## src/rtl/vga_mem_arbiter_pkg.sv

```systemverilog
`default_nettype none
// ============================================================================
// Module      : vga_mem_pkg
// Description : Shared types, defaults and round-robin helper for the
//               VGA / CPU memory arbiter.
// Revision    : 1.0 - initial release
// ============================================================================
package vga_mem_pkg;

    localparam int DEF_ADDR_W = 32;
    localparam int DEF_DATA_W = 8;

    typedef enum logic [1:0] {
        OWN_NONE = 2'd0,
        OWN_DISP = 2'd1,
        OWN_CPU  = 2'd2
    } owner_t;

    // On a tie the requester that did not win last time gets the slot.
    function automatic owner_t rr_pick(input owner_t last_owner);
        return (last_owner == OWN_DISP) ? OWN_CPU : OWN_DISP;
    endfunction

endpackage
`default_nettype wire

```

## src/rtl/vga_mem_arbiter_if.sv

```systemverilog
`default_nettype none
// ============================================================================
// Module      : vga_mem_arbiter_if
// Description : Display, CPU and memory-side signals of the arbiter.
// Revision    : 1.0 - initial release
// ============================================================================
interface vga_mem_arbiter_if #(
    parameter int ADDR_W = vga_mem_pkg::DEF_ADDR_W,
    parameter int DATA_W = vga_mem_pkg::DEF_DATA_W
) ();

    logic              disp_req;
    logic [ADDR_W-1:0] disp_addr;
    logic              disp_urgent;
    logic              vblank;
    logic              disp_gnt;
    logic              disp_rvalid;
    logic [DATA_W-1:0] disp_rdata;

    logic              cpu_req;
    logic              cpu_we;
    logic [ADDR_W-1:0] cpu_addr;
    logic [DATA_W-1:0] cpu_wdata;
    logic              cpu_gnt;
    logic              cpu_rvalid;
    logic [DATA_W-1:0] cpu_rdata;

    logic              mem_en;
    logic              mem_we;
    logic [ADDR_W-1:0] mem_addr;
    logic [DATA_W-1:0] mem_wdata;
    logic [DATA_W-1:0] mem_rdata;

    // Requesters and memory model side
    modport master (
        output disp_req, disp_addr, disp_urgent, vblank,
        input  disp_gnt, disp_rvalid, disp_rdata,
        output cpu_req, cpu_we, cpu_addr, cpu_wdata,
        input  cpu_gnt, cpu_rvalid, cpu_rdata,
        input  mem_en, mem_we, mem_addr, mem_wdata,
        output mem_rdata
    );

    // Arbiter side
    modport slave (
        input  disp_req, disp_addr, disp_urgent, vblank,
        output disp_gnt, disp_rvalid, disp_rdata,
        input  cpu_req, cpu_we, cpu_addr, cpu_wdata,
        output cpu_gnt, cpu_rvalid, cpu_rdata,
        output mem_en, mem_we, mem_addr, mem_wdata,
        input  mem_rdata
    );

endinterface
`default_nettype wire

```

## src/rtl/vga_rd_return_pipe.sv

```systemverilog
`default_nettype none
// ============================================================================
// Module      : vga_rd_return_pipe
// Description : Two-stage owner-tag shift register that steers memory read
//               data back to the display or CPU, holding rdata between reads.
// Revision    : 1.0 - initial release
// ============================================================================
module vga_rd_return_pipe
    import vga_mem_pkg::*;
#(
    parameter int DATA_W = DEF_DATA_W
) (
    input  wire                     clk,
    input  wire                     reset,
    input  wire owner_t             issue_tag_i,
    input  wire logic [DATA_W-1:0]  mem_rdata_i,
    output logic                    disp_rvalid_o,
    output logic [DATA_W-1:0]       disp_rdata_o,
    output logic                    cpu_rvalid_o,
    output logic [DATA_W-1:0]       cpu_rdata_o
);

    owner_t            tag0_q;
    owner_t            tag1_q;
    logic [DATA_W-1:0] disp_hold_q;
    logic [DATA_W-1:0] cpu_hold_q;

    always_ff @(posedge clk) begin
        if (reset) begin
            tag0_q      <= OWN_NONE;
            tag1_q      <= OWN_NONE;
            disp_hold_q <= '0;
            cpu_hold_q  <= '0;
        end else begin
            tag0_q <= issue_tag_i;
            tag1_q <= tag0_q;
            if (tag1_q == OWN_DISP) begin
                disp_hold_q <= mem_rdata_i;
            end
            if (tag1_q == OWN_CPU) begin
                cpu_hold_q <= mem_rdata_i;
            end
        end
    end

    // Read data lands in the same cycle the tag reaches stage 1, so the live
    // bus is forwarded then and the captured copy is shown afterwards.
    assign disp_rvalid_o = (tag1_q == OWN_DISP);
    assign cpu_rvalid_o  = (tag1_q == OWN_CPU);
    assign disp_rdata_o  = disp_rvalid_o ? mem_rdata_i : disp_hold_q;
    assign cpu_rdata_o   = cpu_rvalid_o  ? mem_rdata_i : cpu_hold_q;

endmodule
`default_nettype wire

```

## src/rtl/vga_mem_arbiter.sv

```systemverilog
`default_nettype none
// ============================================================================
// Module      : vga_mem_arbiter
// Description : Shares one single-port memory between VGA scanout and CPU.
//               Optional CPU starvation guard: VGA_ARB_STARVE_GUARD_EN.
// Revision    : 1.0 - initial release
// ============================================================================
module vga_mem_arbiter
    import vga_mem_pkg::*;
#(
    parameter int ADDR_W   = DEF_ADDR_W,
    parameter int DATA_W   = DEF_DATA_W,
    parameter int MAX_WAIT = 16
) (
    input  wire              clk,
    input  wire              reset,
    vga_mem_arbiter_if.slave bus
);

    if (ADDR_W < 1 || DATA_W < 1 || MAX_WAIT < 1) begin : g_param_check
        $error("vga_mem_arbiter: ADDR_W, DATA_W and MAX_WAIT must be >= 1");
    end

    logic              disp_gnt;
    logic              cpu_gnt;
    logic              guard_fire;
    owner_t            issue_tag;
    owner_t            last_owner_q;
    logic              mem_en_q;
    logic              mem_we_q;
    logic [ADDR_W-1:0] mem_addr_q;
    logic [DATA_W-1:0] mem_wdata_q;

`ifdef VGA_ARB_STARVE_GUARD_EN
    localparam int WAIT_W = $clog2(MAX_WAIT + 1);

    logic [WAIT_W-1:0] wait_cnt_q;
    logic [WAIT_W-1:0] wait_cnt_d;

    assign guard_fire = bus.cpu_req && (wait_cnt_q == WAIT_W'(MAX_WAIT));

    always_comb begin
        wait_cnt_d = wait_cnt_q;
        if (!bus.cpu_req || cpu_gnt) begin
            wait_cnt_d = '0;
        end else if (wait_cnt_q != WAIT_W'(MAX_WAIT)) begin
            wait_cnt_d = wait_cnt_q + WAIT_W'(1);
        end
    end

    always_ff @(posedge clk) begin
        if (reset) begin
            wait_cnt_q <= '0;
        end else begin
            wait_cnt_q <= wait_cnt_d;
        end
    end
`else
    assign guard_fire = 1'b0;
`endif

    always_comb begin
        disp_gnt = 1'b0;
        cpu_gnt  = 1'b0;
        if (!reset) begin
            if (guard_fire) begin
                cpu_gnt = 1'b1;
            end else if (bus.disp_urgent && bus.disp_req) begin
                disp_gnt = 1'b1;
            end else if (bus.vblank && bus.cpu_req) begin
                cpu_gnt = 1'b1;
            end else if (bus.disp_req && bus.cpu_req) begin
                if (rr_pick(last_owner_q) == OWN_CPU) begin
                    cpu_gnt = 1'b1;
                end else begin
                    disp_gnt = 1'b1;
                end
            end else if (bus.disp_req) begin
                disp_gnt = 1'b1;
            end else if (bus.cpu_req) begin
                cpu_gnt = 1'b1;
            end
        end
    end

    // Writes return nothing, so only reads carry an owner tag down the pipe.
    always_comb begin
        issue_tag = OWN_NONE;
        if (disp_gnt) begin
            issue_tag = OWN_DISP;
        end else if (cpu_gnt && !bus.cpu_we) begin
            issue_tag = OWN_CPU;
        end
    end

    always_ff @(posedge clk) begin
        if (reset) begin
            last_owner_q <= OWN_CPU;
            mem_en_q     <= 1'b0;
            mem_we_q     <= 1'b0;
            mem_addr_q   <= '0;
            mem_wdata_q  <= '0;
        end else begin
            mem_en_q <= disp_gnt || cpu_gnt;
            mem_we_q <= cpu_gnt && bus.cpu_we;
            if (disp_gnt) begin
                last_owner_q <= OWN_DISP;
                mem_addr_q   <= bus.disp_addr;
            end else if (cpu_gnt) begin
                last_owner_q <= OWN_CPU;
                mem_addr_q   <= bus.cpu_addr;
                mem_wdata_q  <= bus.cpu_wdata;
            end
        end
    end

    assign bus.disp_gnt  = disp_gnt;
    assign bus.cpu_gnt   = cpu_gnt;
    assign bus.mem_en    = mem_en_q;
    assign bus.mem_we    = mem_we_q;
    assign bus.mem_addr  = mem_addr_q;
    assign bus.mem_wdata = mem_wdata_q;

    vga_rd_return_pipe #(
        .DATA_W (DATA_W)
    ) u_rd_return_pipe (
        .clk           (clk),
        .reset         (reset),
        .issue_tag_i   (issue_tag),
        .mem_rdata_i   (bus.mem_rdata),
        .disp_rvalid_o (bus.disp_rvalid),
        .disp_rdata_o  (bus.disp_rdata),
        .cpu_rvalid_o  (bus.cpu_rvalid),
        .cpu_rdata_o   (bus.cpu_rdata)
    );

endmodule
`default_nettype wire

```

## src/flat_wrapper.sv

```systemverilog
// flat-port wrapper written by rule: the top's interface ports become plain ports
module vga_mem_arbiter_flat import vga_mem_pkg::*;
#(
    parameter int ADDR_W   = DEF_ADDR_W,
    parameter int DATA_W   = DEF_DATA_W,
    parameter int MAX_WAIT = 16
)
  (clk, reset, bus_disp_req, bus_disp_addr, bus_disp_urgent, bus_vblank, bus_disp_gnt, bus_disp_rvalid, bus_disp_rdata, bus_cpu_req, bus_cpu_we, bus_cpu_addr, bus_cpu_wdata, bus_cpu_gnt, bus_cpu_rvalid, bus_cpu_rdata, bus_mem_en, bus_mem_we, bus_mem_addr, bus_mem_wdata, bus_mem_rdata);
  vga_mem_arbiter_if #(.ADDR_W(ADDR_W), .DATA_W(DATA_W)) bus_i ();
  input  wire clk;
  input  wire reset;
  input wire logic [$bits(bus_i.disp_req)-1:0] bus_disp_req;
  input wire logic [$bits(bus_i.disp_addr)-1:0] bus_disp_addr;
  input wire logic [$bits(bus_i.disp_urgent)-1:0] bus_disp_urgent;
  input wire logic [$bits(bus_i.vblank)-1:0] bus_vblank;
  output wire logic [$bits(bus_i.disp_gnt)-1:0] bus_disp_gnt;
  output wire logic [$bits(bus_i.disp_rvalid)-1:0] bus_disp_rvalid;
  output wire logic [$bits(bus_i.disp_rdata)-1:0] bus_disp_rdata;
  input wire logic [$bits(bus_i.cpu_req)-1:0] bus_cpu_req;
  input wire logic [$bits(bus_i.cpu_we)-1:0] bus_cpu_we;
  input wire logic [$bits(bus_i.cpu_addr)-1:0] bus_cpu_addr;
  input wire logic [$bits(bus_i.cpu_wdata)-1:0] bus_cpu_wdata;
  output wire logic [$bits(bus_i.cpu_gnt)-1:0] bus_cpu_gnt;
  output wire logic [$bits(bus_i.cpu_rvalid)-1:0] bus_cpu_rvalid;
  output wire logic [$bits(bus_i.cpu_rdata)-1:0] bus_cpu_rdata;
  output wire logic [$bits(bus_i.mem_en)-1:0] bus_mem_en;
  output wire logic [$bits(bus_i.mem_we)-1:0] bus_mem_we;
  output wire logic [$bits(bus_i.mem_addr)-1:0] bus_mem_addr;
  output wire logic [$bits(bus_i.mem_wdata)-1:0] bus_mem_wdata;
  input wire logic [$bits(bus_i.mem_rdata)-1:0] bus_mem_rdata;
  assign bus_i.disp_req = bus_disp_req;
  assign bus_i.disp_addr = bus_disp_addr;
  assign bus_i.disp_urgent = bus_disp_urgent;
  assign bus_i.vblank = bus_vblank;
  assign bus_disp_gnt = bus_i.disp_gnt;
  assign bus_disp_rvalid = bus_i.disp_rvalid;
  assign bus_disp_rdata = bus_i.disp_rdata;
  assign bus_i.cpu_req = bus_cpu_req;
  assign bus_i.cpu_we = bus_cpu_we;
  assign bus_i.cpu_addr = bus_cpu_addr;
  assign bus_i.cpu_wdata = bus_cpu_wdata;
  assign bus_cpu_gnt = bus_i.cpu_gnt;
  assign bus_cpu_rvalid = bus_i.cpu_rvalid;
  assign bus_cpu_rdata = bus_i.cpu_rdata;
  assign bus_mem_en = bus_i.mem_en;
  assign bus_mem_we = bus_i.mem_we;
  assign bus_mem_addr = bus_i.mem_addr;
  assign bus_mem_wdata = bus_i.mem_wdata;
  assign bus_i.mem_rdata = bus_mem_rdata;
  vga_mem_arbiter #(.ADDR_W(ADDR_W), .DATA_W(DATA_W), .MAX_WAIT(MAX_WAIT)) u_core (.clk(clk), .reset(reset), .bus(bus_i));
endmodule
```

## config.mk

```make
export PLATFORM = sky130hd
export DESIGN_NAME = vga_mem_arbiter_flat
export DESIGN_NICKNAME = d
export VERILOG_FILES = /design/src/rtl/vga_mem_arbiter_pkg.sv /design/src/rtl/vga_mem_arbiter_if.sv /design/src/rtl/vga_rd_return_pipe.sv /design/src/rtl/vga_mem_arbiter.sv /design/src/flat_wrapper.sv
export SDC_FILE = /design/constraint.sdc
export NUM_CORES = 1
export LEC_CHECK = 0
export CAP_MARGIN = 0
export CORE_ASPECT_RATIO = 2
export CORE_UTILIZATION = 42
export DETAILED_ROUTE_END_ITERATION = 10
export GPL_ROUTABILITY_DRIVEN = 0
export GPL_TIMING_DRIVEN = 0
export PLACE_DENSITY = 0.85
export SYNTH_ARGS = -nofsm -noshare
export SYNTH_HDL_FRONTEND = slang
export SYNTH_HIERARCHICAL = 1
export SYNTH_SLANG_ARGS = --single-unit
```

## constraint.sdc

```tcl
create_clock -name clk -period 2.2 [get_ports clk]
set_clock_uncertainty 0.05 [all_clocks]
set_input_delay 0.44 -clock clk [delete_from_list [all_inputs] [get_ports clk]]
set_output_delay 0.44 -clock clk [all_outputs]
set_load 0.1 [all_outputs]
```

==> impl_metrics.prom <==
# TYPE chip_impl_metric gauge
chip_impl_metric{name="maxClockFrequency",unit="GHz"} 0.4638
chip_impl_info{name="crit_path_cell_trace",value="nand2b_1 > buf_4 > mux2_2 > buf_4"} 1
chip_impl_metric{name="number_of_antenna_violations_at_the_first_check_in_global_routing",unit=""} 0
chip_impl_metric{name="yosysWarningCount",unit=""} 6
chip_impl_metric{name="clock_latency",unit="ns"} 0.32
chip_impl_info{name="path_class",value="reg -> out"} 1
chip_impl_metric{name="grt_pass1_vias",unit=""} 2871
chip_impl_metric{name="iter_0_drt_violations",unit=""} 181
chip_impl_info{name="most_common_library_cell_in_the_layout_ignoring_fill_and_taps",value="clkdlybuf4s50_1"} 1
chip_impl_metric{name="die_width",unit="um"} 59.56
chip_impl_info{name="run_status",value="complete, no violations"} 1
chip_impl_metric{name="fillCellCount",unit=""} 500
chip_impl_metric{name="cts_buffers",unit=""} 9
chip_impl_metric{name="pre_cts_ws",unit="ns"} -1.209
chip_impl_metric{name="worst_slack",unit="ns"} 0.04379
chip_impl_metric{name="final_routed_wire_length_divided_by_cell_count",unit="um"} 16.66
chip_impl_metric{name="drt-total-wl",unit="mm"} 8.762
chip_impl_info{name="yosys.area.top_type",value="dfxtp_1"} 1
chip_impl_metric{name="clk_pin_slew_worst_paths",unit="ns"} 0.05
chip_impl_metric{name="max_slew_margin",unit="%"} 33.46
chip_impl_metric{name="worst_ep_arrival_time",unit="ns"} 1.67
chip_impl_metric{name="core",unit="um^2"} 6361
chip_impl_metric{name="drt_drc_violations_left",unit=""} 0
chip_impl_metric{name="grt_max_degree",unit=""} 11
chip_impl_metric{name="portion_of_the_clock_cycle_consumed_by_the_worst_path_in_the_final_layout",unit="%"} 98.01
chip_impl_metric{name="report.power.total",unit="W"} 0.003650
chip_impl_metric{name="syn_nets",unit=""} 360
chip_impl_metric{name="cp.required",unit="ns"} 1.71
chip_impl_metric{name="grt_overflow_total",unit=""} 0
chip_impl_metric{name="detail_route.vias_per_cell",unit=""} 5.205
chip_impl_metric{name="area_growth",unit="%"} 68.84
chip_impl_metric{name="finalCriticalPeriod",unit="ns"} 2.156
chip_impl_info{name="worst_setup_path_start_kind",value="flip-flop"} 1
chip_impl_metric{name="synth_cells",unit=""} 273
chip_impl_info{name="endpoint_type_of_the_worst_setup_path",value="output port"} 1
chip_impl_metric{name="buffer_ports.inserted",unit=""} 147
chip_impl_metric{name="initial_utilization",unit="%"} 43.75
chip_impl_metric{name="clock_tree.htree_level_count",unit=""} 3
chip_impl_metric{name="antenna_cells",unit=""} 0
chip_impl_info{name="yosys-top-cells-area",value="dfxtp_1 46%, mux2i_1 11%, a222oi_1 6.5%"} 1
chip_impl_metric{name="grt_first_pass_wirelength",unit="mm"} 13.03
chip_impl_metric{name="die_h",unit="um"} 117.1
chip_impl_info{name="cpMaxStageDelayCell",value="mux2_2"} 1
chip_impl_metric{name="synthesis.area",unit="um^2"} 2783
chip_impl_metric{name="final-setup-viol-count",unit=""} 0
chip_impl_metric{name="tritoncts_sinks",unit=""} 64
chip_impl_metric{name="clockBufferDepth",unit=""} 2
chip_impl_info{name="mostFrequentLayoutCells",value="82 x clkdlybuf4s50_1, 64 x dfxtp_1, 42 x dlygate4sd2_1, 30 x mux2i_1, 26 x nand2b_1"} 1
chip_impl_metric{name="dieArea",unit="um^2"} 6974
chip_impl_metric{name="ir_worst_vdd",unit="V"} 0.0005703
chip_impl_metric{name="rows",unit=""} 41
chip_impl_info{name="cts_tree",value="built"} 1
chip_impl_metric{name="max_cap_viol_count",unit=""} 0
chip_impl_metric{name="detail_route.first_pass.iterations",unit=""} 4
chip_impl_metric{name="slew_violations",unit=""} 0
chip_impl_metric{name="postCtsHoldBufs",unit=""} 0
chip_impl_metric{name="antenna_violating_nets_post_route",unit=""} 0
chip_impl_metric{name="synthDominantCellAreaShare",unit="%"} 46.04
chip_impl_info{name="clock-root-buffer",value="clkbuf_16"} 1
chip_impl_metric{name="synth.yosys.seq_area_share",unit="%"} 46.04
chip_impl_metric{name="power_density",unit="nW/um^2"} 776.9
chip_impl_metric{name="layout_net_count",unit=""} 522
chip_impl_metric{name="global_route.usage.total",unit="%"} 24.89
chip_impl_info{name="crit_path_frequent_cell",value="buf_4"} 1
chip_impl_metric{name="average_size_of_a_mapped_cell",unit="um^2"} 10.19
chip_impl_metric{name="routed-via-count",unit=""} 2738
chip_impl_metric{name="post_synth_num_cell_types",unit=""} 25
chip_impl_metric{name="max_slew.worst_pin.slew",unit="ns"} 1.002
chip_impl_metric{name="cell_leakage_power",unit="nW"} 2.114
chip_impl_metric{name="timing.critical_path.fanout_max",unit=""} 10
chip_impl_metric{name="fin_hold_ws",unit="ns"} 0.3940
chip_impl_metric{name="post-dp-hpwl",unit="mm"} 6.441
chip_impl_metric{name="num_io_pins",unit=""} 149
chip_impl_info{name="hold_path.class",value="reg -> reg"} 1
chip_impl_metric{name="hold_violations",unit=""} 0
chip_impl_metric{name="critPathMaxStageDelay",unit="ns"} 0.38
chip_impl_metric{name="ys_ff_latch",unit=""} 64
chip_impl_metric{name="layout-drive-gt1-share",unit="%"} 20.23
-- critical path, delay by kind of cell, from the launching register on --
kind	cells	cell delay [ns]
buf+inv	2	0.47
flops	1	0.33
simple gates	1	0.16
mux	1	0.38
-- Yosys cell counts --
cell type   n
o221ai_1    1
dfxtp_1    64
a21oi_1    24
inv_2       2
o21ai_2     1
a222oi_1   18
nor3_1      1
clkbuf_1   10
o211ai_1    1
o21bai_1    1
nor2b_2     1
buf_4       3
buf_2       6
nand2b_1   27
mux2_1      3
nor2_1     23
mux2i_1    30
buf_6       4
mux2_2     13
nand2_1    18
inv_1       1
o221a_2    14
nor2b_1     5
o211a_1     1
and2_1      1
-- metrics by stage --
| step | area (um^2) | setup TNS [ns] | cells | util, % |
|---|---|---|---|---|
| floorplan | 2788 | -0.08223 | 273 | - |
| global placement | 4367 | -10.62 | 506 | 68.65 |
| detailed placement | 4367 | -11.08 | 506 | 68.65 |
| CTS | 4583 | -0.02024 | 522 | 72.05 |
| global route | 4698 | -0.02710 | 526 | 73.86 |
| finish | 4698 | 0 | 526 | 73.86 |
-- what timing repair did --
action | in CTS | in global routing
resized for setup | 164 | 28
pin swaps | 1 | 2
setup endpoints to repair | 62 | 10
setup buffers | 0 | 5
-- worst paths after layout --
| kind | start | to | slack [ns] | depth (start not counted) |
|---|---|---|---|---|
| setup / recovery | u_core/u_rd_return_pipe/tag1_q[0] | bus_cpu_rdata[1] | 0.04 | 4 |
| hold / removal | u_core/u_rd_return_pipe/tag0_q[1] | u_core/u_rd_return_pipe/tag1_q[1] | 0.39 | 1 |
| setup reg to reg | u_core/last_owner_q[0] | u_core/bus.mem_addr[4] | 0.47 | 5 |
| hold reg to reg | u_core/u_rd_return_pipe/tag0_q[1] | u_core/u_rd_return_pipe/tag1_q[1] | 0.39 | 1 |
-- kinds of logic (layout without fill, tap and decap cells) --
logic type / Yosys count / in the layout / synth area share, %
simple gates: 76 / 76 / 13.44
flops: 64 / 64 / 46.04
compound gates: 61 / 61 / 17.99
mux: 46 / 46 / 17.27
buf+inv: 26 / 193 / 5.261
-- layout make-up --
| cell class | count | area [um^2] | area share, % |
|---|---|---|---|
| buffer | 22 | 146.4 | 3.116 |
| clock buffer | 12 | 236.5 | 5.033 |
| clock inverter | 4 | 45.04 | 0.9587 |
| inverter | 3 | 11.26 | 0.2397 |
| multi-input combinational | 183 | 1415 | 30.12 |
| sequential | 64 | 1281 | 27.27 |
| tap | 86 | 107.6 | 2.290 |
| timing repair buffer | 152 | 1455 | 30.97 |
-- where the power goes --
group          total [W]  internal (W)  switching [W]
clock network    0.00135      0.000871       0.000476
logic            0.00104      0.000333       0.000707
registers        0.00126       0.00123      0.0000327
-- flip-flops by register name (all words and copies together), names as in the netlist --
| signal | cells |
|---|---|
| u_core/bus.mem_wdata | 8 |
| u_core/bus.mem_en | 1 |
| u_core/u_rd_return_pipe/tag0_q | 2 |
| u_core/bus.mem_we | 1 |
| u_core/last_owner_q | 2 |
| u_core/u_rd_return_pipe/disp_hold_q | 8 |
| u_core/u_rd_return_pipe/tag1_q | 2 |
| u_core/bus.mem_addr | 32 |
| u_core/u_rd_return_pipe/cpu_hold_q | 8 |
-- metal layers --
layer	global-route usage (%)	part of all wire, %	wire length [um]	vias to the layer above
li1	-	-	-	1326
met2	47.34	57	4956	104
met1	23.83	36	3160	1294
met4	13.80	2.2	190	0
met5	0	0	0	-
met3	4.945	5.2	454	14
(Power assumes the default switching activity.)
==> patch 1: new RTL, same flow settings <==
The package constant `DEF_ADDR_W` goes from 32 to 64.
--- a/src/rtl/vga_mem_arbiter_pkg.sv
+++ b/src/rtl/vga_mem_arbiter_pkg.sv
@@ -7,7 +7,7 @@
 // ============================================================================
 package vga_mem_pkg;
 
-    localparam int DEF_ADDR_W = 32;
+    localparam int DEF_ADDR_W = 64;
     localparam int DEF_DATA_W = 8;
 
     typedef enum logic [1:0] {
Ports: changed (resized bus_cpu_addr, bus_disp_addr and bus_mem_addr); port bits go from 149 to 245. No check against the original RTL was run, so the function may have changed too.
==> patch 1 against the original RTL <==
- sequential cell count rose by 32
- total power rose by 45%
- worst hold slack improved by 0.0034 ns
- sequential share of layout area rose by 0.18 points
- routed wire length rose by 69%
- clock power rose by 20%
- core utilization rose by 0.26 points
- die area rose by 47%
- synthesized area rose by 49%
- non-clock buffer count rose by 113
- cell area rose by 49%
- setup slack got worse by 0.015 ns
- fmax fell by 0.69%
- largest cell class unchanged
==> patch 1: results (changes against the original RTL) <==
Power and ir drop
  • Power Internal: 0.00335 W (+38%)
  • Peak VDD IR: 525 uV (-7.9%)
  • LEAKAGE: 3.09 nW (+46%)

Synth
  • Synth Area in XOR/XNOR: 0 (unchanged)
  • Syn nets: 552 (+53%)
  • Synth top area cells: dfxtp_1 (46%), mux2i_1 (11%), a222oi_1 (8.5%)
  • Avg Cell Area, Syn: 10.3 sq um (+1.2%)
  • Compound-Gate Fraction of Synth Area: 0.222 (+0.0419)
  • Multiplexer area fraction after synthesis: 0.152 (-0.0202)
  • Sequential share of the synthesized area: 0.465 (+0.00432)
  • Synth async-reset ratio: 0 (unchanged)
  • Post-synth top cells: dfxtp_1 (96), mux2i_1 (45), nor2_1 (40)
  • Number of distinct library cells after synthesis: 26 (+4.0%)
  • Ys Warns: 6 (unchanged)

Detailed routing
  • Drt pass-1 iters: 5 (+1)
  • Initial DRC Count: 242 (+34%)
  • Vias: 4,284 (+56%)
  • DR WL/cell: 18.7 microns (+12%)

Clock tree
  • Clk slew on worst S/H paths: 0.07 ns (+0.02 ns)
  • H-tree depth: 3 (unchanged)
  • Num CTS Buffers: 9 (unchanged)
  • Clock latency on the worst-skew pair: 0.34 ns (+0.02 ns)
  • CTS root buf: clkbuf_16
  • Clock Path Buffers: 2 (unchanged)

Status
  • Status: finished clean

STA
  • Max frequency: 461 MHz (-0.69%)
  • Hold Worst Slack: 0.397 ns (+0.00341 ns)
  • Final Hold Viols: 0 (unchanged)
  • Slew Limit Fails: 0 (unchanged)
  • Slew HR: 0.296 (-0.0385)

Place
  • Port bufs: 242 (+65%)
  • Placement Setup Slack: -1.13 ns (+0.0756 ns)
  • Inst Count DP: 773 (+53%)
  • Hpwl dp: 11.3 mm (+76%)

Cells and area
  • Fraction of layout cells with a size suffix above 1: 0.172 (-0.0306)
  • Nets: 810 (+55%)
  • Largest register FFs: 64 (+100%)
  • Fin cells: 794 (+51%)
  • N_diodes: 0 (unchanged)

Worst setup path
  • Worst reg2reg setup slack: 0.47 ns (about the same)
  • Worst R2R Path Depth: 5 (unchanged)
  • Crit path arrival time: 1.68 ns
  • Max incr delay on CP: 0.49 ns (+0.11 ns)
  • CP max FO: 10 (unchanged)
  • CP top delay family: buffers and inverters
  • Slowest CP cell: clkdlybuf4s50_1

Global route
  • Global-route wire length before repair: 22.9 mm (+76%)
  • GRT Total Usage: 0.290 (+0.0408)
  • Initial antenna violation count: 0 (unchanged)
  • Pin count of the biggest net entering global routing: 16 (+5)
  • Gr ovfl total: 0 (unchanged)
  • Number of global-route vias before repair: 4,660 (+62%)

Worst hold path
  • Hold Crit Depth: 1 (unchanged)
[patch 1: cell count changes in the layout (fill, tap and decap cells not counted), moves of 15 or more]
cell	before	now
clkdlybuf4s50_1	82	148
o221a_2	14	29
dfxtp_1	64	96
dlygate4sd2_1	42	74
a21oi_1	24	39
a222oi_1	18	35
nor2_1	21	38
mux2i_1	30	45
[patch 1: logic make-up (layout without fill, tap and decap cells)]
kind of cell | Yosys count | count (layout)
compound gates | 108 | 108
flops | 96 | 96
simple gates | 93 | 93
mux | 61 | 61
buf+inv | 43 | 306
[patch 1: layout make-up]
cell class	count	area [sq um]
fillers	738	2440
repair buffers	247	2350
multi-input cells	262	2010
flip-flops and latches	96	1920
clock buffers	12	256
plain buffers	40	235
well taps	130	163
clock inverters	4	51.3
inverters	3	13.8
[patch 1: routing by layer]
layer	part of all wire	vias up	routed length, microns	global-route usage
met5	0	-	0	0
met4	0.044	0	658	0.162
met3	0.052	36	775	0.0482
met2	0.55	183	8130	0.553
met1	0.36	2039	5290	0.282
li1	-	2026	-	-
[patch 1: path summary, 6_finish.rpt]
| path | startpoint | end |
|---|---|---|
| max | bus_disp_urgent | bus_disp_gnt |
| min | u_core/u_rd_return_pipe/tag0_q[1] | u_core/u_rd_return_pipe/tag1_q[1] |
| max reg2reg | u_core/last_owner_q[1] | u_core/bus.mem_addr[36] |
| min reg2reg | u_core/u_rd_return_pipe/tag0_q[1] | u_core/u_rd_return_pipe/tag1_q[1] |
[patch 1: worst register-to-register path: cells and delay by family (launching register included)]
| family | cells | cell delay (ns) |
|---|---|---|
| flops | 1 | 0.31 |
| buf+inv | 1 | 0.28 |
| simple gates | 2 | 0.33 |
| compound gates | 2 | 0.65 |
[patch 1: timing repair]
| action | CTS | global route |
|---|---|---|
| setup buffers | 3 | 2 |
| setup endpoints to repair | 94 | 10 |
| pin swaps | 0 | 1 |
| hold buffers | 0 | 0 |
| resized for setup | 196 | 18 |
[patch 1: power groups by stage]
| stage | combinational (W) | sequential [W] | clock [W] |
|---|---|---|---|
| 3_5_place_dp | 0.00180 | 0.00195 | 0 |
| 5_1_grt | 0.00182 | 0.00192 | 0.00171 |
| 2_1_floorplan | 0.000429 | 0.00272 | 0 |
| 3_3_place_gp | 0.00178 | 0.00195 | 0 |
| 4_1_cts | 0.00174 | 0.00191 | 0.00164 |
| 6_report | 0.00175 | 0.00191 | 0.00162 |
[patch 1: per-stage QoR]
step	TNS, ns	util	cell area, sq um	power [W]
finish	0	0.741	7000	0.00528
global route	-0.0597	0.741	7000	0.00546
CTS	-0.00514	0.736	6960	0.00530
detailed placement	-13.04	0.712	6730	0.00376
global placement	-11.84	0.712	6730	0.00373
floorplan	0	-	4150	0.00315
==> patch 2: new RTL, same settings <==
Made on the original files. Re-encode `owner_t` (3 values) as one-hot, 3 bits wide.
--- a/src/rtl/vga_mem_arbiter_pkg.sv
+++ b/src/rtl/vga_mem_arbiter_pkg.sv
@@ -10,10 +10,10 @@
     localparam int DEF_ADDR_W = 32;
     localparam int DEF_DATA_W = 8;
 
-    typedef enum logic [1:0] {
-        OWN_NONE = 2'd0,
-        OWN_DISP = 2'd1,
-        OWN_CPU  = 2'd2
+    typedef enum logic [2:0] {
+        OWN_NONE = 3'b001,
+        OWN_DISP = 3'b010,
+        OWN_CPU  = 3'b100
     } owner_t;
 
     // On a tie the requester that did not win last time gets the slot.
Formal check against the unedited RTL: no difference found for any inputs over 10 cycles, from zero or initial values and one cycle with reset high; not proved beyond that.
==> patch 2 against the original RTL <==
- fmax fell by 1.7%
- sequential cell count rose by 2
- first-iteration DRC count fell by 23%
- total power rose by 0.28%
- cell area rose by 7.5%
- setup slack got worse by 0.036 ns
- routed wire length rose by 5.1%
- synthesized area rose by 4.8%
==> patch 2: results (changes against the original RTL) <==
Detailed routing
  • Drt pass-1 iters: 5 (+1)
  • Met3 WL: 528 microns (+16%)
  • Routed vias/inst: 5.27 (+1.3%)
  • Total wire length: 9.21 mm (+5.1%)
  • M1 WL: 3.11 mm (-1.5%)

Global route
  • Number of global-route vias before repair: 3,060 (+6.6%)
  • Initial antenna violation count: 0 (unchanged)
  • GRT Total Usage: 0.262 (+0.0134)
  • Global-route wire length before repair: 14.0 mm (+7.7%)
  • Pin count of the biggest net entering global routing: 13 (+2)

Worst hold path
  • Min-delay src: u_core/u_rd_return_pipe/tag0_q[0]
  • Hold path endpoint: u_core/u_rd_return_pipe/tag1_q[0]

Synth
  • Synth top area cells: dfxtp_1 (45%), mux2i_1 (10%), a222oi_1 (6.2%)
  • Post-synth top cells: dfxtp_1 (66), mux2i_1 (30), nand2b_1 (25)
  • Avg Cell Area, Syn: 10.4 sq um (+2.5%)
  • Sequential share of the synthesized area: 0.453 (-0.00721)
  • Multiplexer area fraction after synthesis: 0.167 (-0.00528)
  • Compound-Gate Fraction of Synth Area: 0.174 (-0.00561)

Worst setup path
  • Worst reg2reg setup slack: 0.55 ns (+0.08 ns)
  • CP max FO: 4 (-6)
  • Crit path arrival time: 1.70 ns (+0.03 ns)
  • Max incr delay on CP: 0.42 ns (+0.04 ns)
  • Reg2reg end: u_core/bus.mem_addr[26]
  • CP Launch Point: u_core/u_rd_return_pipe/tag1_q[2]
  • CP top delay family: simple AND/OR/NAND/NOR gates
  • Slowest CP cell: or3b_4

STA
  • Hold Worst Slack: 0.365 ns (-0.0287 ns)
  • Slew HR: 0.327 (-0.00715)

Cells and area
  • Nets: 534 (+2.3%)

Place
  • Hpwl dp: 6.73 mm (+4.6%)
  • Placement Setup Slack: -1.16 ns (+0.0463 ns)
  • Inst Count DP: 514 (+1.6%)

Power and ir drop
  • LEAKAGE: 2.20 nW (+4.0%)
  • Total Power: 0.00366 W (+0.28%)
  • Power Internal: 0.00246 W (+0.87%)
  • Clock group: 0.00139 W (+3%)
  • Combinational gate power: 0.000968 W (-7%)

Status
  • Status: finished clean

Clock tree
  • Clock Path Buffers: 2 (unchanged)
==> patch 2: cell types whose count changed in the layout (fill, tap and decap cells not counted), sizes merged, moves of 2 or more <==
cell,change
nand2b,-2
dfxtp,+2
clkinvlp,+4
dlymetal6s2s,-2
or2,+2
inv,-2
buf,+6
==> patch 2: how the worst max path moves through the flow <==
stage                        to  slack [ns]  depth (start not counted)
2_1_floorplan      bus_disp_gnt       -0.08                          5
3_3_place_gp       bus_disp_gnt       -1.15                          6
3_5_place_dp       bus_disp_gnt       -1.16                          6
4_1_cts            bus_disp_gnt       -0.02                          7
5_1_grt        bus_cpu_rdata[1]       -0.04                          4
6_report       bus_cpu_rdata[2]       0.008                          4
==> patch 2: area by class of cell <==
| cell class | instances | area [sq um] |
|---|---|---|
| buffer | 22 | 203 |
| clock buffer | 9 | 225 |
| clock inverter | 7 | 70.1 |
| fill | 486 | 1620 |
| inverter | 2 | 12.5 |
| multi-input combinational | 187 | 1470 |
| sequential | 66 | 1320 |
| tap | 88 | 110 |
| timing repair buffer | 159 | 1640 |
==> patch 2: metal layers <==
| metal | track usage | up-vias |
|---|---|---|
| met5 | 0 | - |
| met4 | 0.119 | 0 |
| met3 | 0.0700 | 15 |
| met2 | 0.503 | 120 |
| met1 | 0.234 | 1351 |
| li1 | - | 1362 |
==> patch 2: what timing repair did <==
action	in CTS	in global routing
setup buffers	7	5
resized for setup	211	22
hold endpoints to repair	0	0
pin swaps	2	2
setup endpoints to repair	62	18
==> patch 2: worst register-to-register path, delay by kind of cell, from the launching register on <==
| kind | cells | cell delay, ns |
|---|---|---|
| buffers and inverters | 1 | 0.25 |
| DFF | 1 | 0.33 |
| AOI/OAI and AO/OA | 2 | 0.61 |
| and+or+nand+nor | 2 | 0.28 |
